==> config.mk <==
export PLATFORM = sky130hd
export DESIGN_NAME = cia_sercom_uart
export DESIGN_NICKNAME = d
export VERILOG_FILES = /design/src/rtl/cia_sercom_uart.sv
export SDC_FILE = /design/constraint.sdc
export NUM_CORES = 1
export LEC_CHECK = 0
export BUFFER_PORTS_ARGS = -buffer_cell sky130_fd_sc_hd__buf_2
export CAP_MARGIN = 20
export CELL_PAD_IN_SITES_DETAIL_PLACEMENT = 1
export CELL_PAD_IN_SITES_GLOBAL_PLACEMENT = 1
export CORE_UTILIZATION = 50
export DETAILED_ROUTE_END_ITERATION = 8
export PLACE_DENSITY = 0.81
export RECOVER_POWER = 50
export SLEW_MARGIN = 0
export SYNTH_ARGS = -nofsm -noshare
export SYNTH_HDL_FRONTEND = slang
export SYNTH_SLANG_ARGS = --single-unit
==> constraint.sdc <==
create_clock -name clk -period 9 [get_ports clk]
set_input_delay 0.9 -clock clk [delete_from_list [all_inputs] [get_ports clk]]
set_output_delay 0.9 -clock clk [all_outputs]
set_load 0.05 [all_outputs]
==> src/rtl/cia_sercom_uart.sv <==
// cia_sercom_uart: C64 user-port RS232 <-> IO-controller byte link.
// Optional RTS/CTS flow control: define SERCOM_FLOWCTL_EN.
module cia_sercom_uart #(
  parameter int FIFO_DEPTH = 16,
  parameter int DIV_W      = 16
) (
  input  logic             clk,
  input  logic             reset,
  input  logic             phi2_p,
  input  logic [DIV_W-1:0] baud_div,
  input  logic             txd,
  output logic             rxd,
  input  logic             rts,
  output logic             cts,
  output logic             out_available,
  input  logic             out_strobe,
  output logic [7:0]       out_data,
  input  logic             in_strobe,
  input  logic [7:0]       in_data,
  input  logic             status_clr,
  output logic [15:0]      status
);

  localparam int AW = $clog2(FIFO_DEPTH);
  localparam int HI = FIFO_DEPTH - 2;
  localparam logic [AW:0] LVL_FULL = FIFO_DEPTH[AW:0];
  localparam logic [AW:0] LVL_HI   = HI[AW:0];

  typedef enum logic [2:0] {
    T_IDLE, T_START, T_DATA, T_STOP, T_BREAK
  } tstate_t;

  typedef enum logic [1:0] {
    R_IDLE, R_START, R_DATA, R_STOP
  } rstate_t;

  tstate_t          t_state, t_next;
  logic [DIV_W-1:0] t_cnt, t_div, t_load_val;
  logic [2:0]       t_bit;
  logic [7:0]       t_sr;
  logic             t_ev, t_load, t_latch;
  logic             t_shift, t_push, t_ferr;

  rstate_t          r_state, r_next;
  logic [DIV_W-1:0] r_cnt, r_div, r_load_val;
  logic [2:0]       r_bit;
  logic [7:0]       r_sr;
  logic             r_ev, r_load, r_take;
  logic             r_shift, r_rxd_n, r_go, rts_ok;

  logic [7:0]       mem [FIFO_DEPTH];
  logic [AW-1:0]    wr_ptr, rd_ptr;
  logic [AW:0]      count;
  logic             full, empty, do_push, do_pop;

  logic             hold_full;
  logic [7:0]       hold_data;
  logic             ovf, ferr, drop;
  logic             t_busy, r_busy;
  logic [4:0]       lvl;

  assign t_ev = phi2_p && (t_cnt == '0);
  assign r_ev = phi2_p && (r_cnt == '0);

  always_ff @(posedge clk) begin
    if (reset) t_state <= T_IDLE;
    else       t_state <= t_next;
  end

  always_comb begin
    t_next     = t_state;
    t_load     = 1'b0;
    t_load_val = t_div;
    t_latch    = 1'b0;
    t_shift    = 1'b0;
    t_push     = 1'b0;
    t_ferr     = 1'b0;
    unique case (t_state)
      T_IDLE: if (phi2_p && !txd) begin
        t_next     = T_START;
        t_load     = 1'b1;
        t_load_val = baud_div >> 1;
        t_latch    = 1'b1;
      end
      T_START: if (t_ev) begin
        if (!txd) begin
          t_next = T_DATA;
          t_load = 1'b1;
        end else begin
          t_next = T_IDLE;
        end
      end
      T_DATA: if (t_ev) begin
        t_shift = 1'b1;
        t_load  = 1'b1;
        if (t_bit == 3'd7) t_next = T_STOP;
      end
      T_STOP: if (t_ev) begin
        if (txd) begin
          t_push = 1'b1;
          t_next = T_IDLE;
        end else begin
          t_ferr = 1'b1;
          t_next = T_BREAK;
        end
      end
      T_BREAK: if (phi2_p && txd) t_next = T_IDLE;
      default: t_next = T_IDLE;
    endcase
  end

  // Start uses a half-bit load so every later sample lands mid-bit
  always_ff @(posedge clk) begin
    if (reset) begin
      t_cnt <= '0;
      t_div <= '0;
      t_bit <= '0;
      t_sr  <= '0;
    end else begin
      if (t_load) t_cnt <= t_load_val;
      else if (phi2_p && t_cnt != '0) t_cnt <= t_cnt - 1'b1;
      if (t_latch) t_div <= baud_div;
      if (t_state == T_START) t_bit <= '0;
      else if (t_shift) t_bit <= t_bit + 1'b1;
      if (t_shift) t_sr <= {txd, t_sr[7:1]};
    end
  end

  assign full    = (count == LVL_FULL);
  assign empty   = (count == '0);
  assign do_push = t_push && !full;
  assign do_pop  = out_strobe && !empty;

  always_ff @(posedge clk) begin
    if (do_push) mem[wr_ptr] <= t_sr;
  end

  always_ff @(posedge clk) begin
    if (reset) begin
      wr_ptr <= '0;
      rd_ptr <= '0;
      count  <= '0;
    end else begin
      if (do_push) wr_ptr <= wr_ptr + 1'b1;
      if (do_pop)  rd_ptr <= rd_ptr + 1'b1;
      unique case (1'b1)
        do_push && !do_pop: count <= count + 1'b1;
        do_pop && !do_push: count <= count - 1'b1;
        default:            count <= count;
      endcase
    end
  end

  assign out_available = !empty;
  assign out_data      = empty ? 8'h00 : mem[rd_ptr];

`ifdef SERCOM_FLOWCTL_EN
  assign rts_ok = rts;

  always_ff @(posedge clk) begin
    if (reset) cts <= 1'b1;
    else       cts <= (count < LVL_HI);
  end
`else
  logic unused_rts;
  assign unused_rts = rts;
  assign rts_ok     = 1'b1;

  always_ff @(posedge clk) begin
    if (reset) cts <= 1'b1;
    else       cts <= 1'b1;
  end
`endif

  assign r_go = hold_full && rts_ok;

  always_ff @(posedge clk) begin
    if (reset) r_state <= R_IDLE;
    else       r_state <= r_next;
  end

  always_comb begin
    r_next     = r_state;
    r_load     = 1'b0;
    r_take     = 1'b0;
    r_shift    = 1'b0;
    r_rxd_n    = rxd;
    r_load_val = r_div;
    unique case (r_state)
      R_IDLE: if (r_go) begin
        r_next  = R_START;
        r_take  = 1'b1;
        r_load  = 1'b1;
        r_rxd_n = 1'b0;
      end
      R_START: if (r_ev) begin
        r_next  = R_DATA;
        r_load  = 1'b1;
        r_shift = 1'b1;
        r_rxd_n = r_sr[0];
      end
      R_DATA: if (r_ev) begin
        r_load = 1'b1;
        if (r_bit == 3'd7) begin
          r_next  = R_STOP;
          r_rxd_n = 1'b1;
        end else begin
          r_shift = 1'b1;
          r_rxd_n = r_sr[0];
        end
      end
      R_STOP: if (r_ev) begin
        // Chain straight into the next start bit when a byte waits
        if (r_go) begin
          r_next  = R_START;
          r_take  = 1'b1;
          r_load  = 1'b1;
          r_rxd_n = 1'b0;
        end else begin
          r_next = R_IDLE;
        end
      end
      default: r_next = R_IDLE;
    endcase
    if (r_take) r_load_val = baud_div;
  end

  always_ff @(posedge clk) begin
    if (reset) begin
      r_cnt     <= '0;
      r_div     <= '0;
      r_bit     <= '0;
      r_sr      <= '0;
      rxd       <= 1'b1;
      hold_full <= 1'b0;
      hold_data <= '0;
    end else begin
      rxd <= r_rxd_n;
      if (r_load) r_cnt <= r_load_val;
      else if (phi2_p && r_cnt != '0) r_cnt <= r_cnt - 1'b1;
      if (r_take) r_div <= baud_div;
      if (r_take) r_sr <= hold_data;
      else if (r_shift) r_sr <= {1'b0, r_sr[7:1]};
      if (r_state == R_START) r_bit <= '0;
      else if (r_shift) r_bit <= r_bit + 1'b1;
      if (r_take) hold_full <= 1'b0;
      if (in_strobe && !hold_full) begin
        hold_full <= 1'b1;
        hold_data <= in_data;
      end
    end
  end

  always_ff @(posedge clk) begin
    if (reset) begin
      ovf  <= 1'b0;
      ferr <= 1'b0;
      drop <= 1'b0;
    end else begin
      ovf  <= (t_push && full) || (ovf && !status_clr);
      ferr <= t_ferr || (ferr && !status_clr);
      drop <= (in_strobe && hold_full) || (drop && !status_clr);
    end
  end

  assign t_busy = (t_state == T_START) || (t_state == T_DATA) ||
                  (t_state == T_STOP);
  assign r_busy = (r_state != R_IDLE);
  assign lvl    = 5'(count);
  assign status = {5'b0, t_busy, r_busy, hold_full,
                   drop, ferr, ovf, lvl};

endmodule

==> metrics.csv <==
metric,value,unit
hold_class,flip-flop to flip-flop,
die_width,151,µm
worstPathMaxFanout,79,
worstSetupPathType,input port to flip-flop,
setup_ws,4.01,ns
rows,54,
cts_resized,0,
fin_worst_skew,0.00875,ns
vias,7367,
worst_ir_drop_vdd,0.154,mV
ys_ff_latch,249,
status,"finished, violations left",
root_buffer,clkbuf_16,
port-buffer-count,51,
max_freq,200,MHz
yosysTopAreaCellShare,34.4,%
detail_route.first_pass.iterations,5,
via_per_inst,5.93,
reg2reg_depth,14,
post_drt_wl_per_cell,21.6,µm
drtIter0Drc,417,
fin_crit_sh,55.5,%
fin_nets,996,
power.switching,924,µW
synth_area_per_cell,12.1,µm²
synth_cell_type_count,61,
async_flop_share,0,%
ant_nets,0,
post-synth-top-count-cell,edfxtp_1,
antenna_found_initial,0,
nFillCells,2269,
clockBufferDepth,3,
grt_first_pass_wirelength,42.4,mm
cts_setup_buffers,0,
finalSetupTns,0,ns
drv_cap,2,
place_congestion,0.813,
worstSetupEndpointType,flip-flop,
relSlewSlack,-134,%
design.core.area,21900,µm²
finalMaxSlewViolations,120,
area_growth,10.5,%
dp_slack,4.68,ns
grt_max_degree,80,
cts_hold_buf,0,
powerDensity,249,nW/µm²
seq_power_share,43.2,%
clkLatencyLatePin,0.53,ns
synth_cells,926,
yosysWarningCount,0,
synthFlopType,edfxtp_1,
routed_wl,26.8,mm
p_leak,0.00434,µW
worst_pin_slew,3.50,ns
cts_tree,yes,
die_area,22900,µm²
setup_viol_count_final,0,
synth_common_cells,"edfxtp_1, dfxtp_1, nand2_1",
grt_pass1_vias,7628,
hold_depth,2,
critPathArrivalTime,5.22,ns
period_needed,4.99,ns
cp.required,9.23,ns
initial_utilization,51.0,%
drive_gt1_share,18.1,%
clockPowerShare,35.6,%
rsz0062_at_grt,false,
synthTopCellsByArea,"edfxtp_1, dfxtp_1, mux4_2",
violations,"capacitance limit, slew limit",
ys_seq_area_share,56.1,%
num_io_pins,59,
p_sw_share,30.0,%
drc,0,
p_comb_share,21.2,%
htree_levels,1,
cts_made_buffers,26,
p_int,2160,µW
worst_setup_path_start_kind,input port,
numClockSinks,249,
grt_overflow,0,
antennaDiodeCount,0,
gr-usage-all-layers,24.0,%
hold_viol,0,
synth_edf_count,128,
clk_pin_slew_worst_paths,0.06,ns
synth_top_area_cell,edfxtp_1,
hpwl,17.0,mm
syn_area,11200,µm²
die-height,151,µm
==> cell type report <==
cell class | instances | area (µm²) | share of cell area, %
sequential | 249 | 6270 | 50.8
multi-input combinational | 591 | 4500 | 36.4
clock buffer | 34 | 743 | 6.02
tap | 280 | 350 | 2.84
timing repair buffer | 60 | 297 | 2.40
clock inverter | 14 | 139 | 1.12
inverter | 14 | 52.6 | 0.426
==> cells in the final DEF, fill, tap and decap left out, types with 21 or more instances in the layout <==
cell and n:
a22oi_1 21, a211oi_1 21, nand2_1 102, clkbuf_1 21, ha_1 22, buf_2 36
xnor2_1 29, clkbuf_16 28, mux4_2 40, edfxtp_1 128, nor2_1 44, a21oi_1 78
dfxtp_1 119
==> logic make-up after synthesis <==
group                    after synthesis  share of synthesized area, %
AO/OA/AOI/OAI                        168                          10.3
XOR/XNOR                              38                          2.98
adder cells (fa/ha/maj)               22                          2.46
buffers and inverters                 90                          3.77
flip-flops                           249                          56.1
multiplexers                          74                          11.3
other                                  2                        0.0672
AND/OR/NAND/NOR                      283                          13.0
==> metal layers <==
metal | share of wire (%) | global-route usage [%] | routed length, µm | vias to the layer above
met4 | 2.0 | 6.35 | 542 | 0
met3 | 4.1 | 3.47 | 1110 | 38
met5 | 0 | 0 | 0 | -
met2 | 51 | 42.1 | 13600 | 151
met1 | 43 | 31.0 | 11500 | 3713
li1 | - | - | - | 3465
==> power by group through the flow <==
stage	Sequential [µW]	Combinational, µW	Clock, µW
global placement	1350	621	0
floorplan	1340	531	0
global route	1340	716	1150
finish	1330	651	1100
CTS	1330	655	1110
detailed placement	1350	637	0
==> through the flow <==
step	cells	power [µW]	utilization (%)	cell area (µm²)	hold WS, ns
after floorplan	930	1870	-	11200	0.428
after global placement	1194	1970	52.5	11500	0.436
after detailed placement	1194	1990	52.5	11500	0.444
after CTS	1242	3100	56.6	12400	0.453
after global routing	1242	3210	56.4	12300	0.471
final	1242	3080	56.4	12300	0.451
==> sequential cells by signal (all words and copies together) (netlist names), 5 cells and up, named ones only <==
name,count
count,5
hold_data,8
mem,128
r_cnt,16
r_div,16
r_sr,8
t_cnt,16
t_div,16
t_sr,8
==> worst paths after layout <==
check | from | to | slack, ns
setup reg to reg | t_cnt[0]$_SDFFE_PP0P_ | count[4]$_SDFFE_PP0P_ | 4.48
hold / removal | t_div[11]$_SDFFE_PP0P_ | t_div[11]$_SDFFE_PP0P_ | 0.45
setup / recovery | reset | flip-flop | 4.01
hold reg to reg | t_div[11]$_SDFFE_PP0P_ | t_div[11]$_SDFFE_PP0P_ | 0.45
==> critical path: stages <==
cell and delay [ns]:
clkbuf_1 1.40, clkbuf_1 2.55, nor2_1 0.30
Note: power is estimated with default switching activity, not from simulation.
